[config.mk]
export PLATFORM = sky130hd
export DESIGN_NAME = imem_fetch_ctrl_flat
export DESIGN_NICKNAME = d
export VERILOG_FILES = /design/src/rtl/imem_fetch_ctrl_if.sv /design/src/rtl/imem_fetch_ctrl.sv /design/src/flat_wrapper.sv
export SDC_FILE = /design/constraint.sdc
export NUM_CORES = 1
export LEC_CHECK = 0
export BUFFER_PORTS_ARGS = -buffer_cell sky130_fd_sc_hd__buf_2
export CORE_ASPECT_RATIO = 0.8
export CORE_MARGIN = 3
export CORE_UTILIZATION = 50
export CTS_BUF_LIST = sky130_fd_sc_hd__clkbuf_8
export CTS_CLUSTER_DIAMETER = 200
export DETAILED_ROUTE_END_ITERATION = 10
export PLACE_DENSITY = 0.77
export SETUP_SLACK_MARGIN = 0.1
export SYNTH_ARGS = -nofsm -noshare
export SYNTH_HDL_FRONTEND = slang
export SYNTH_SLANG_ARGS = --single-unit
[constraint.sdc]
create_clock -name clk -period 2.1 [get_ports clk]
set_input_delay 0.21 -clock clk [delete_from_list [all_inputs] [get_ports clk]]
set_output_delay 0.21 -clock clk [all_outputs]
set_load 0.01 [all_outputs]
[src/rtl/imem_fetch_ctrl_if.sv]
// ---------------------------------------------------------------------------
// imem_fetch_ctrl_if
// Bundles the two buses of the instruction fetch controller:
//   - ID handshake : if_valid / if_ready / if_instr / if_pc
//   - memory port  : mem_read / mem_addr / mem_rdata
// Modports:
//   master : the fetch controller (drives the instruction stream and memory
//            requests, receives if_ready and mem_rdata)
//   slave  : the ID stage plus the instruction memory bank
// ---------------------------------------------------------------------------
interface imem_fetch_ctrl_if #(
    parameter int ADDR_W = 8,
    parameter int DATA_W = 32
);
    logic              if_valid;
    logic              if_ready;
    logic [DATA_W-1:0] if_instr;
    logic [ADDR_W-1:0] if_pc;
    logic              mem_read;
    logic [ADDR_W-1:0] mem_addr;
    logic [DATA_W-1:0] mem_rdata;

    modport master (
        output if_valid, if_instr, if_pc, mem_read, mem_addr,
        input  if_ready, mem_rdata
    );

    modport slave (
        input  if_valid, if_instr, if_pc, mem_read, mem_addr,
        output if_ready, mem_rdata
    );
endinterface

[src/rtl/imem_fetch_ctrl.sv]
// ---------------------------------------------------------------------------
// imem_fetch_ctrl
// IF-stage fetch sequencer. Owns the PC, issues reads to a fixed-latency
// instruction memory, tracks in-flight reads with a tag shift register,
// buffers returned words in a small FIFO and hands them to ID over a
// valid/ready handshake. A redirect from EX flushes buffered and in-flight
// fetches and restarts at the new (word aligned) PC.
// Ports:
//   clk, rst_n   : rising-edge clock, asynchronous active-low reset
//   en           : fetch enable (stops new issues only)
//   redirect     : one-cycle flush/restart pulse, redirect_pc is the target
//   bus (master) : ID handshake and instruction memory read port
// ---------------------------------------------------------------------------
module imem_fetch_ctrl #(
    parameter int                ADDR_W     = 8,
    parameter int                DATA_W     = 32,
    parameter int                RD_LAT     = 1,
    parameter int                FIFO_DEPTH = 2,
    parameter logic [ADDR_W-1:0] RESET_PC   = '0
) (
    input  logic              clk,
    input  logic              rst_n,
    input  logic              en,
    input  logic              redirect,
    input  logic [ADDR_W-1:0] redirect_pc,
    imem_fetch_ctrl_if.master bus
);
    localparam int PTR_W = (FIFO_DEPTH > 1) ? $clog2(FIFO_DEPTH) : 1;
    localparam int CNT_W = $clog2(FIFO_DEPTH + 1);
    localparam int CRD_W = $clog2(FIFO_DEPTH + RD_LAT + 1) + 1;

    logic [ADDR_W-1:0] pc;
    logic [RD_LAT-1:0] tag_valid;
    logic [ADDR_W-1:0] tag_pc [RD_LAT];

    logic [DATA_W-1:0] fifo_instr [FIFO_DEPTH];
    logic [ADDR_W-1:0] fifo_pc    [FIFO_DEPTH];
    logic [PTR_W-1:0]  rd_ptr;
    logic [PTR_W-1:0]  wr_ptr;
    logic [CNT_W-1:0]  count;

    logic              issue;
    logic              push;
    logic              pop;
    logic              credit;
    logic [CRD_W-1:0]  inflight;
    logic [CRD_W-1:0]  occupancy;

    function automatic logic [PTR_W-1:0] ptr_inc(input logic [PTR_W-1:0] p);
        return (p == PTR_W'(FIFO_DEPTH - 1)) ? '0 : p + PTR_W'(1);
    endfunction

    // NOTE: every signal assigned in always_comb gets a default first so no
    // path through the block leaves it unassigned and infers a latch.
    always_comb begin
        inflight = '0;
        for (int i = 0; i < RD_LAT; i++) begin
            inflight = inflight + CRD_W'(tag_valid[i]);
        end
    end

    // Slots already claimed: buffered words plus reads still in the memory
    // pipe, minus the word ID takes this cycle. Issuing only below depth
    // guarantees every returning word has a FIFO slot.
    assign pop       = (count != '0) && bus.if_ready;
    assign occupancy = CRD_W'(count) + inflight - CRD_W'(pop);
    assign credit    = occupancy < CRD_W'(FIFO_DEPTH);

    // rst_n gates the strobe so no read is requested while held in reset.
    assign issue = rst_n && en && !redirect && credit;

    // A redirect discards the word returning on the same edge.
    assign push = tag_valid[RD_LAT-1] && !redirect;

    assign bus.mem_read = issue;
    assign bus.mem_addr = pc;
    assign bus.if_valid = (count != '0);
    assign bus.if_instr = fifo_instr[rd_ptr];
    assign bus.if_pc    = fifo_pc[rd_ptr];

    // NOTE: sequential state uses non-blocking assignments so every register
    // samples the pre-edge values regardless of statement order.
    always_ff @(posedge clk or negedge rst_n) begin
        if (!rst_n) begin
            pc <= RESET_PC;
        end else if (redirect) begin
            pc <= redirect_pc & ~ADDR_W'(3);
        end else if (issue) begin
            pc <= pc + ADDR_W'(4);
        end
    end

    always_ff @(posedge clk or negedge rst_n) begin
        if (!rst_n) begin
            tag_valid <= '0;
        end else if (redirect) begin
            tag_valid <= '0;
        end else begin
            tag_valid[0] <= issue;
            for (int i = 1; i < RD_LAT; i++) begin
                tag_valid[i] <= tag_valid[i-1];
            end
        end
    end

    // Tag PCs are only meaningful alongside their valid bit.
    always_ff @(posedge clk) begin
        tag_pc[0] <= pc;
        for (int i = 1; i < RD_LAT; i++) begin
            tag_pc[i] <= tag_pc[i-1];
        end
    end

    // NOTE: the FIFO storage is reset because its head drives if_instr/if_pc
    // directly, and those outputs must read zero out of reset.
    always_ff @(posedge clk or negedge rst_n) begin
        if (!rst_n) begin
            count  <= '0;
            rd_ptr <= '0;
            wr_ptr <= '0;
            for (int i = 0; i < FIFO_DEPTH; i++) begin
                fifo_instr[i] <= '0;
                fifo_pc[i]    <= '0;
            end
        end else if (redirect) begin
            count  <= '0;
            rd_ptr <= '0;
            wr_ptr <= '0;
        end else begin
            if (push) begin
                fifo_instr[wr_ptr] <= bus.mem_rdata;
                fifo_pc[wr_ptr]    <= tag_pc[RD_LAT-1];
                wr_ptr             <= ptr_inc(wr_ptr);
            end
            if (pop) begin
                rd_ptr <= ptr_inc(rd_ptr);
            end
            count <= count + CNT_W'(push) - CNT_W'(pop);
        end
    end

    fifo_no_overflow: assert property (
        @(posedge clk) disable iff (!rst_n)
        !(push && !pop && (count == CNT_W'(FIFO_DEPTH)))
    );

endmodule

[src/flat_wrapper.sv]
// flat-port wrapper written by rule: the top's interface ports become plain ports
module imem_fetch_ctrl_flat 
#(
    parameter int                ADDR_W     = 8,
    parameter int                DATA_W     = 32,
    parameter int                RD_LAT     = 1,
    parameter int                FIFO_DEPTH = 2,
    parameter logic [ADDR_W-1:0] RESET_PC   = '0
)
  (clk, rst_n, en, redirect, redirect_pc, bus_if_valid, bus_if_instr, bus_if_pc, bus_mem_read, bus_mem_addr, bus_if_ready, bus_mem_rdata);
  imem_fetch_ctrl_if #(.ADDR_W(ADDR_W), .DATA_W(DATA_W)) bus_i ();
  input  logic clk;
  input  logic rst_n;
  input  logic en;
  input  logic redirect;
  input  logic [ADDR_W-1:0] redirect_pc;
  output wire logic [$bits(bus_i.if_valid)-1:0] bus_if_valid;
  output wire logic [$bits(bus_i.if_instr)-1:0] bus_if_instr;
  output wire logic [$bits(bus_i.if_pc)-1:0] bus_if_pc;
  output wire logic [$bits(bus_i.mem_read)-1:0] bus_mem_read;
  output wire logic [$bits(bus_i.mem_addr)-1:0] bus_mem_addr;
  input wire logic [$bits(bus_i.if_ready)-1:0] bus_if_ready;
  input wire logic [$bits(bus_i.mem_rdata)-1:0] bus_mem_rdata;
  assign bus_if_valid = bus_i.if_valid;
  assign bus_if_instr = bus_i.if_instr;
  assign bus_if_pc = bus_i.if_pc;
  assign bus_mem_read = bus_i.mem_read;
  assign bus_mem_addr = bus_i.mem_addr;
  assign bus_i.if_ready = bus_if_ready;
  assign bus_i.mem_rdata = bus_mem_rdata;
  imem_fetch_ctrl #(.ADDR_W(ADDR_W), .DATA_W(DATA_W), .RD_LAT(RD_LAT), .FIFO_DEPTH(FIFO_DEPTH), .RESET_PC(RESET_PC)) u_core (.clk(clk), .rst_n(rst_n), .en(en), .redirect(redirect), .redirect_pc(redirect_pc), .bus(bus_i));
endmodule
Word-level counts from Yosys, hierarchy flattened
Memory sizes are Yosys's and may differ from the RTL's.
Index checks and enable logic that the tools add are counted.
W data, S select, Z words.
- register bits after elaboration: 93
- memory bits (writable): 8
- output and inout bits: 50
- word-level logic and storage cells: 58
- memories kept: 1
- memory list (name ; depth ; width ; rd ports ; clocked after memory_dff ; wr ports ; line ; RTL):
    u_core.tag_pc ; 1 ; 8 ; 1 ; 0 ; 1 ; imem_fetch_ctrl.sv:34 ; logic [ADDR_W-1:0] tag_pc [RD_LAT];
- $add $sub $neg: 7
- order comparisons: 4
- multiplexer cells: 22
- bitwise operators: 3
- reduce and logical (&&, ||, !) cells: 12
- operator list (operator ; number):
    $mux W32 ; 4
    $bwmux W64 ; 1
    $mux W8 ; 6
    $demux W32 S1 ; 1
    $bwmux W16 ; 1
    $add A8 B3 Y8 const B ; 1
    $demux W8 S1 ; 1
    $reduce_bool A2 Y1 ; 4
    $mux W1 ; 7
    $logic_and A1 B1 Y1 ; 6
    $ge A2 B2 Y1 const B ; 2
    $not A1 Y2 ; 2
    $add A2 B1 Y3 ; 1
    $lt A3 B2 Y1 const B ; 1
    $sub A3 B1 Y3 ; 1
    $add A1 B1 Y1 const B ; 2
    $add A2 B1 Y2 ; 1
    $lt A2 B1 Y1 const B ; 1
    $mux W2 ; 1
    $reduce_and A2 Y1 ; 1
    $sub A2 B1 Y2 ; 1
    $logic_not A1 Y1 ; 1
    $not A1 Y1 ; 1

Depth between registers and ports, before layout
Gate-level depths: netlist of run 1.
- word-level depth: 7
- gate-level depth with buffers: 8

Worst setup path before layout of run 1
OpenSTA, ideal clock, no wires.
- kind: register to register
- start point: register u_core.count[1]
- end point: register u_core.pc[4] (netlist: u_core.bus.mem_addr[4])
- setup time: 126 ps
- arrival: 2258 ps
- path slack: -284 ps
- cell stages (with the launch flop): 9
- clock period less this slack: 2384 ps
- path through: dfrtp_1 -> or2_2 -> nand2_1 -> nor2_1 -> fa_1 -> nand4b_4 -> nor2_4 -> mux2i_1 -> a221o_1
- word-level cells in the longest chain between the ends: 6
- ends and longest elaborated chain (element ; line ; RTL):
    start: declaration ; imem_fetch_ctrl.sv:40 ; logic [CNT_W-1:0] count;
    start signal: assignment ; imem_fetch_ctrl.sv:138 ; count <= count + CNT_W'(push) - CNT_W'(pop);
    $reduce_bool A2 Y1 ; - ;
    named net bus_if_valid ; flat_wrapper.sv:17 ; output wire logic [$bits(bus_i.if_valid)-1:0] bus_if_valid;
    $logic_and A1 B1 Y1 ; imem_fetch_ctrl.sv:65 ; assign pop = (count != '0) && bus.if_ready;
    $sub A3 B1 Y3 ; imem_fetch_ctrl.sv:66 ; assign occupancy = CRD_W'(count) + inflight - CRD_W'(pop);
    $lt A3 B2 Y1 ; imem_fetch_ctrl.sv:67 ; assign credit = occupancy < CRD_W'(FIFO_DEPTH);
    $logic_and A1 B1 Y1 ; imem_fetch_ctrl.sv:70 ; assign issue = rst_n && en && !redirect && credit;
    named net bus_mem_read ; flat_wrapper.sv:20 ; output wire logic [$bits(bus_i.mem_read)-1:0] bus_mem_read;
    $reduce_bool A2 Y1 (no line) ; - ;
    end signal: assignment ; imem_fetch_ctrl.sv:87 ; pc <= redirect_pc & ~ADDR_W'(3);
    end signal: assignment ; imem_fetch_ctrl.sv:89 ; pc <= pc + ADDR_W'(4);
    end: declaration ; imem_fetch_ctrl.sv:32 ; logic [ADDR_W-1:0] pc;
The timed path passes the listed nets, and every way through them passes these cells.
A chain may end at the register's enable or synchronous reset.

Final worst setup path of run 1
- start point: register u_core.count[1]
- end point: output port bus_mem_read
- word-level cells in the longest chain between the ends: 5
- ends and longest elaborated chain (element ; line):
    branches (longest 2 deep; another with $add A2 B1 Y3) ; -
    $sub A3 B1 Y3 * ; imem_fetch_ctrl.sv:66
    $lt A3 B2 Y1 * ; imem_fetch_ctrl.sv:67
    $logic_and A1 B1 Y1 * ; imem_fetch_ctrl.sv:70
    end: declaration ; flat_wrapper.sv:20
Every way passes the cells marked *.

==> results of run 1 <==
-- registers in the layout (all words and copies together) (netlist names) --
| register | flops |
|---|---|
| u_core.bus.mem_addr | 6 |
| u_core.fifo_instr | 64 |
| u_core.fifo_pc | 12 |
| u_core.wr_ptr | 1 |
| u_core.tag_valid | 1 |
| u_core.count | 2 |
| u_core.tag_pc | 6 |
| u_core.rd_ptr | 1 |
-- worst max-delay path, cell delays in order (launching register included) --
cell	delay, ns
dfrtp_2	0.41
or2_4	0.26
nand2_4	0.06
nor2_2	0.04
fa_2	0.55
nand4b_4	0.11
nor2_4	0.13
buf_6	0.12
buf_6	0.09
-- metal layers --
layer / up-vias / global-route usage, %
met5: - / 0
met4: 0 / 4.64
met3: 9 / 5.70
met2: 82 / 29.3
met1: 1315 / 23.1
li1: 1196 / -
-- power groups by stage --
| stage | Sequential (mW) | Combinational [mW] | Clock (mW) |
|---|---|---|---|
| after global placement | 2.92 | 2.91 | 0 |
| final | 2.96 | 3.09 | 1.19 |
| after CTS | 2.96 | 3.06 | 1.24 |
| after floorplan | 2.86 | 2.13 | 0 |
| after global routing | 3.05 | 3.35 | 1.31 |
| after detailed placement | 2.98 | 2.97 | 0 |
-- worst max-delay path by stage --
stage | slack, ns | startpoint | cells after the start | endpoint
finish | -0.23 | u_core.count[1] | 8 | bus_mem_read
global route | -0.30 | u_core.count[1] | 8 | bus_mem_read
CTS | -0.27 | u_core.count[0] | 8 | bus_mem_read
detailed placement | 0.01 | u_core.count[1] | 9 | u_core.bus.mem_addr[6]
global placement | 0.05 | u_core.count[1] | 9 | u_core.bus.mem_addr[6]
floorplan | -0.09 | u_core.count[1] | 8 | u_core.bus.mem_addr[4]
-- synth_stat cells (4+ instances only) --
cell     number
mux2_2       74
dfxtp_1       6
dfrtp_1      87
buf_6         4
o21ai_0       4
nand2_1       7
mux2_4       40
buf_4         5
nor2_1        6
inv_1         4
-- cells by family after synthesis --
kind of cell,share of synthesized area (%)
buffers and inverters,3.81
other,0.0872
xor gates and xnor gates,1.60
and+or+nand+nor,3.93
DFF,53.4
AOI/OAI and AO/OA,2.04
muxes,33.8
adders and majority gates,1.34
-- area by class of cell --
type / instances / area share (%)
well taps: 108 / 2.60
repair buffers: 109 / 12.2
clock inverters: 6 / 1.23
flip-flops and latches: 93 / 44.2
multi-input cells: 170 / 36.8
inverters: 4 / 0.289
clock buffers: 10 / 2.65
-- repair_timing --
action | 4_1_cts | 5_1_grt
pin swaps | 10 | 10
setup buffers | 5 | 4
gates resized for setup | 7 | 7
setup endpoints to repair | 7 | 8
gates cloned | 0 | 0
hold buffers | 1 | 0
endpoints found under the hold margin | 31 | 0
-- through the flow --
stage | setup TNS, ns | hold slack (ns) | area (um^2) | util, %
floorplan | -0.0921 | -0.0856 | 4330 | -
CTS | -0.730 | 0.0624 | 5150 | 63.3
global route | -1.35 | 0.0765 | 5200 | 64.0
detailed placement | 0 | 0.316 | 4870 | 59.9
global placement | 0 | 0.312 | 4870 | 59.9
finish | -0.814 | 0.0710 | 5200 | 64.0
==> impl_metrics.toml, run 1 <==
[grt]
gr-total-overflow = 0
track_usage_pct = 17.8
grt_pass1_vias = 2756
antenna_found_initial = 0
grt_max_degree = 57
grt_first_pass_wirelength_um = 13400

[worst_setup_path]
cp_max_fo = 2
critical_path_class = "reg -> out"
r2r_setup_slack_ns = -0.16
critPathArrivalTime_ns = 2.12
reg2reg_to = "u_core.bus.mem_addr[6]"
r2r_start = "u_core.count[1]"
cp-start-kind = "register"
reg2regPathDepth = 10
critPathCaptureType = "output port"
critPathRequiredTime_ns = 1.89

[detailed_routing]
detail_route.vias_per_cell = 5.20
drt_first_pass_iters = 4
wl_met1_um = 3750
wirelength_um = 8240
route.met2.wl_um = 3930
met3_length_um = 487
top_layer = "met4"
ant_nets = 0
drcViolationCount = 0
wl_per_cell_um = 16.5
drtIter0Drc = 87
vias = 2602

[timing]
finalHoldViolCount = 0
post-route-worst-setup-slack_ns = -0.229
worst_pin_slew_ns = 0.702
fmax_mhz = 429
grt_setup_unrepaired = "yes"
period_needed_ns = 2.33
drv_slew = 0
finClkSkew_ns = 0.00694
relSlewSlack_pct = 53.2
period_share_pct = 111
setup_violations = 6

[run]
cap_viol_max_count = 0

[yosys]
synth_flop_cell = "dfrtp_1"
netlist.area_leader.share_pct = 50.6
syn_avg_cell_area_um2 = 15.3
synth.ff_latch_count = 93
synthCells = 281
netlist_area_mm2 = 0.00430
ys_types = 36
synth_edf_count = 0
yosys_warnings = 0
ys_top_cells_by_area = "dfrtp_1 (51%), mux2_2 (19%), mux2_4 (14%)"
synth.yosys.seq_area_share_pct = 53.4
synth_largest_area_cell = "dfrtp_1"
synthArstFlopShare_pct = 93.5

[floorplanning]
start_util_pct = 52.9
dieArea_mm2 = 0.00976
io_pins = 95
die_h_um = 89.0
num_rows = 29
core_area_mm2 = 0.00813
dieWidth_um = 110

[finish]
mostFrequentLayoutCells = "buf_2 (86), dfrtp_1 (85), mux2_2 (74), mux2_4 (40), buf_4 (16)"
area_growth_pct = 20.9
multiInputGateArea_mm2 = 0.00191
drive_above_1_share_pct = 65.3
layout_commonest_cell = "buf_2"
antenna_cells = 0
final-seq-area_mm2 = 0.00230
stdcell_count = 500
fin_nets = 436
n_fill_cell = 621

[min_path]
worstHoldStart = "redirect_pc[3]"
min_delay_path_depth = 3
hold_class = "in -> reg"
whs_endpoint = "u_core.bus.mem_addr[3]"

[place]
place_inst = 475
place_ws_ns = 0.0122
gp_congestion = 0.797
io_buffers = 88
dpl.hpwl_um = 5520

[cts]
cts_buffers = 9
h-tree-depth = 3
cts.clk_slew.worst_paths_ns = 0.09
clockRootBuffer = "clkbuf_8"
cts_buffer_depth = 2
clock-sinks = 93
clkLatencyLatePin_ns = 0.35
cts_tree = "yes"

[run_status]
status = "finished with violations"
violations = "setup timing"

[power]
total_power_mw = 7.24
netSwitchingFraction_pct = 31.6
combPwrFrac_pct = 42.6
p_leak_nw = 2.62
clkPwrFrac_pct = 16.5
power.density_mw_per_mm2 = 1390
seqPwrFrac_pct = 40.9
ir_drop_mv = 0.617
p_int_mw = 4.95
power.switching_mw = 2.29
Power figures use the tool's default switching activity.
==> run 2, diff against run 1 <==
HOLD_SLACK_MARGIN = 0.1   (was unset)
REMOVE_ABC_BUFFERS = 1   (was unset)
TNS_END_PERCENT = 20   (was unset)
==> run 2 against run 1 <==
The run still ends with setup timing left. Cell count rose by 7.8%. First-iteration DRC count rose by 30%. Sequential power barely moved. Worst hold slack improved by 0.16 ns. Clock power rose by 9%. Utilization rose by 5.4 points. Sequential cell count did not move. Global-route usage rose by 2.0 points. Fmax barely moved. Critical path depth did not move.
==> impl_metrics.toml, run 2 (synthesis gave the netlist of run 1 again) <==
[finish]
n_fill_cell = 566
stdcell_count = 539
fin_nets = 475
area_growth_pct = 31.1
antenna_cells = 0
largest_reg_flops = 64
drive_above_1_share_pct = 59.2
mostFrequentLayoutCells = "buf_2 (86), dfrtp_1 (86), mux2_2 (74), mux2_4 (40), dlygate4sd3_1 (39)"
top_regs = "u_core.fifo_instr x64, u_core.fifo_pc x12"
regMostFlops = "u_core.fifo_instr"
finalInstanceArea_mm2 = 0.00564

[grt]
grt_pass1_vias = 2957
gr-total-overflow = 0
grt_first_pass_wirelength_um = 14700
track_usage_pct = 19.8
antenna_found_initial = 0
grt_max_degree = 56

[run]
cap_viol_max_count = 0

[detailed_routing]
vias = 2764
detail_route.vias_per_cell = 5.13
wl_per_cell_um = 16.8
drt_first_pass_iters = 4
drtIter0Drc = 113
wirelength_um = 9050
drcViolationCount = 0
ant_nets = 0

[worst_setup_path]
cp_top_family = "simple AND/OR/NAND/NOR gates"
critPathRequiredTime_ns = 1.89
critPathCaptureType = "output port"
critPathArrivalTime_ns = 2.12
path_buf_inv = 2
cp-start-kind = "register"
crit_path_top_delay_cell = "fa_2"
max_stage_delay_ns = 0.56
cp_cell_sequence = "or2_4 -> nand2_4 -> nor2_2 -> fa_2 -> nand4b_4 -> nor2_4 -> buf_6 -> buf_6"
critical_path_class = "reg -> out"
cp_max_fo = 2
crit_top_cell = "buf_6"

[place]
place_inst = 476
dpl.hpwl_um = 5440
placed_area_mm2 = 0.00488
io_buffers = 88
place_ws_ns = -0.117
gp_congestion = 0.854

[cts]
clkLatencyLatePin_ns = 0.36
h-tree-depth = 3
cts_buffer_depth = 2
cts_tree = "yes"
clock-sinks = 93
clockRootBuffer = "clkbuf_8"
cts.clk_slew.worst_paths_ns = 0.08
cts_buffers = 9

[timing]
relSlewSlack_pct = 54.0
fmax_mhz = 429
finalHoldViolCount = 0
worst_pin_slew_ns = 0.690
grt_setup_unrepaired = "yes"
setup_violations = 6
period_share_pct = 111
period_needed_ns = 2.33
finClkSkew_ns = 0.00828
drv_slew = 0
whs_ns = 0.229
post-route-worst-setup-slack_ns = -0.229

[floorplanning]
num_rows = 29
start_util_pct = 52.9
die_h_um = 89.0
io_pins = 95
dieWidth_um = 110
core_area_mm2 = 0.00813
dieArea_mm2 = 0.00976

[power]
p_int_mw = 5.18
power.density_mw_per_mm2 = 1340
clkPwrFrac_pct = 17.1
netSwitchingFraction_pct = 31.4
power.switching_mw = 2.37
ir_drop_mv = 0.609
combPwrFrac_pct = 43.3
seqPwrFrac_pct = 39.6
p_leak_nw = 2.81

[run_status]
violations = "setup timing"
status = "finished with violations"

[min_path]
hold_class = "in -> async"
[run 2: changes by cell type in the layout (fill, tap and decap cells not counted), sizes merged]
| cell | before | now |
|---|---|---|
| clkinvlp | 1 | 0 |
| inv | 5 | 6 |
| buf | 108 | 109 |
| bufinv | 1 | 2 |
| dlygate4sd3 | 1 | 39 |
| clkinv | 3 | 2 |
[run 2: per-stage QoR]
stage / utilization [%] / total power, mW / setup TNS, ns
floorplan: - / 4.91 / -1.82
global placement: 60.1 / 5.87 / -0.225
detailed placement: 60.1 / 5.98 / -0.514
CTS: 69.1 / 7.54 / -0.427
global route: 69.4 / 8.05 / -1.07
finish: 69.4 / 7.55 / -0.559
[run 2: layout make-up]
type | instances | area (um^2) | share of cell area [%]
Clock buffer | 10 | 138 | 2.44
Tap cell | 108 | 135 | 2.40
Clock inverter | 6 | 81.3 | 1.44
Sequential cell | 93 | 2300 | 40.8
Inverter | 4 | 15.0 | 0.266
Timing Repair Buffer | 148 | 1050 | 18.6
Multi-Input combinational cell | 170 | 1920 | 34.1
[run 2: repair_timing]
action                                  CTS  global route
resized for setup                        13            11
endpoints found under the setup margin    7            32
buffers inserted                         11             2
hold buffers                             38             1
pin swaps                                 7             6
hold endpoints to repair                154             1
[run 2: final timing paths]
path	startpoint	to	slack (ns)	cells after the start
max reg2reg	u_core.count[0]	u_core.bus.mem_addr[5]	-0.12	10
max in group asynchronous	rst_n	u_core.fifo_instr[37]	1.01	3
min	rst_n	u_core.bus.mem_addr[3]	0.23	2
min reg2reg	u_core.bus.mem_addr[7]	u_core.tag_pc[0][7]	0.47	0
max	u_core.count[0]	bus_mem_read	-0.23	8
min in group clk	redirect	u_core.count[1]	0.24	2
[run 2: power groups by stage]
stage,sequential [mW],clock [mW],combinational (mW)
after floorplan,2.92,0,1.98
after global placement,2.94,0,2.92
final,2.99,1.30,3.27
after CTS,2.97,1.34,3.23
after detailed placement,3.01,0,2.97
after global routing,3.09,1.42,3.54
[run 2: metal layers]
metal | GRT usage (%) | part of all wire [%] | vias up
met2 | 31.7 | 47 | 93
met3 | 6.43 | 7.1 | 13
li1 | - | - | 1288
met4 | 5.32 | 1.2 | 0
met1 | 26.4 | 45 | 1370
met5 | 0 | 0 | -
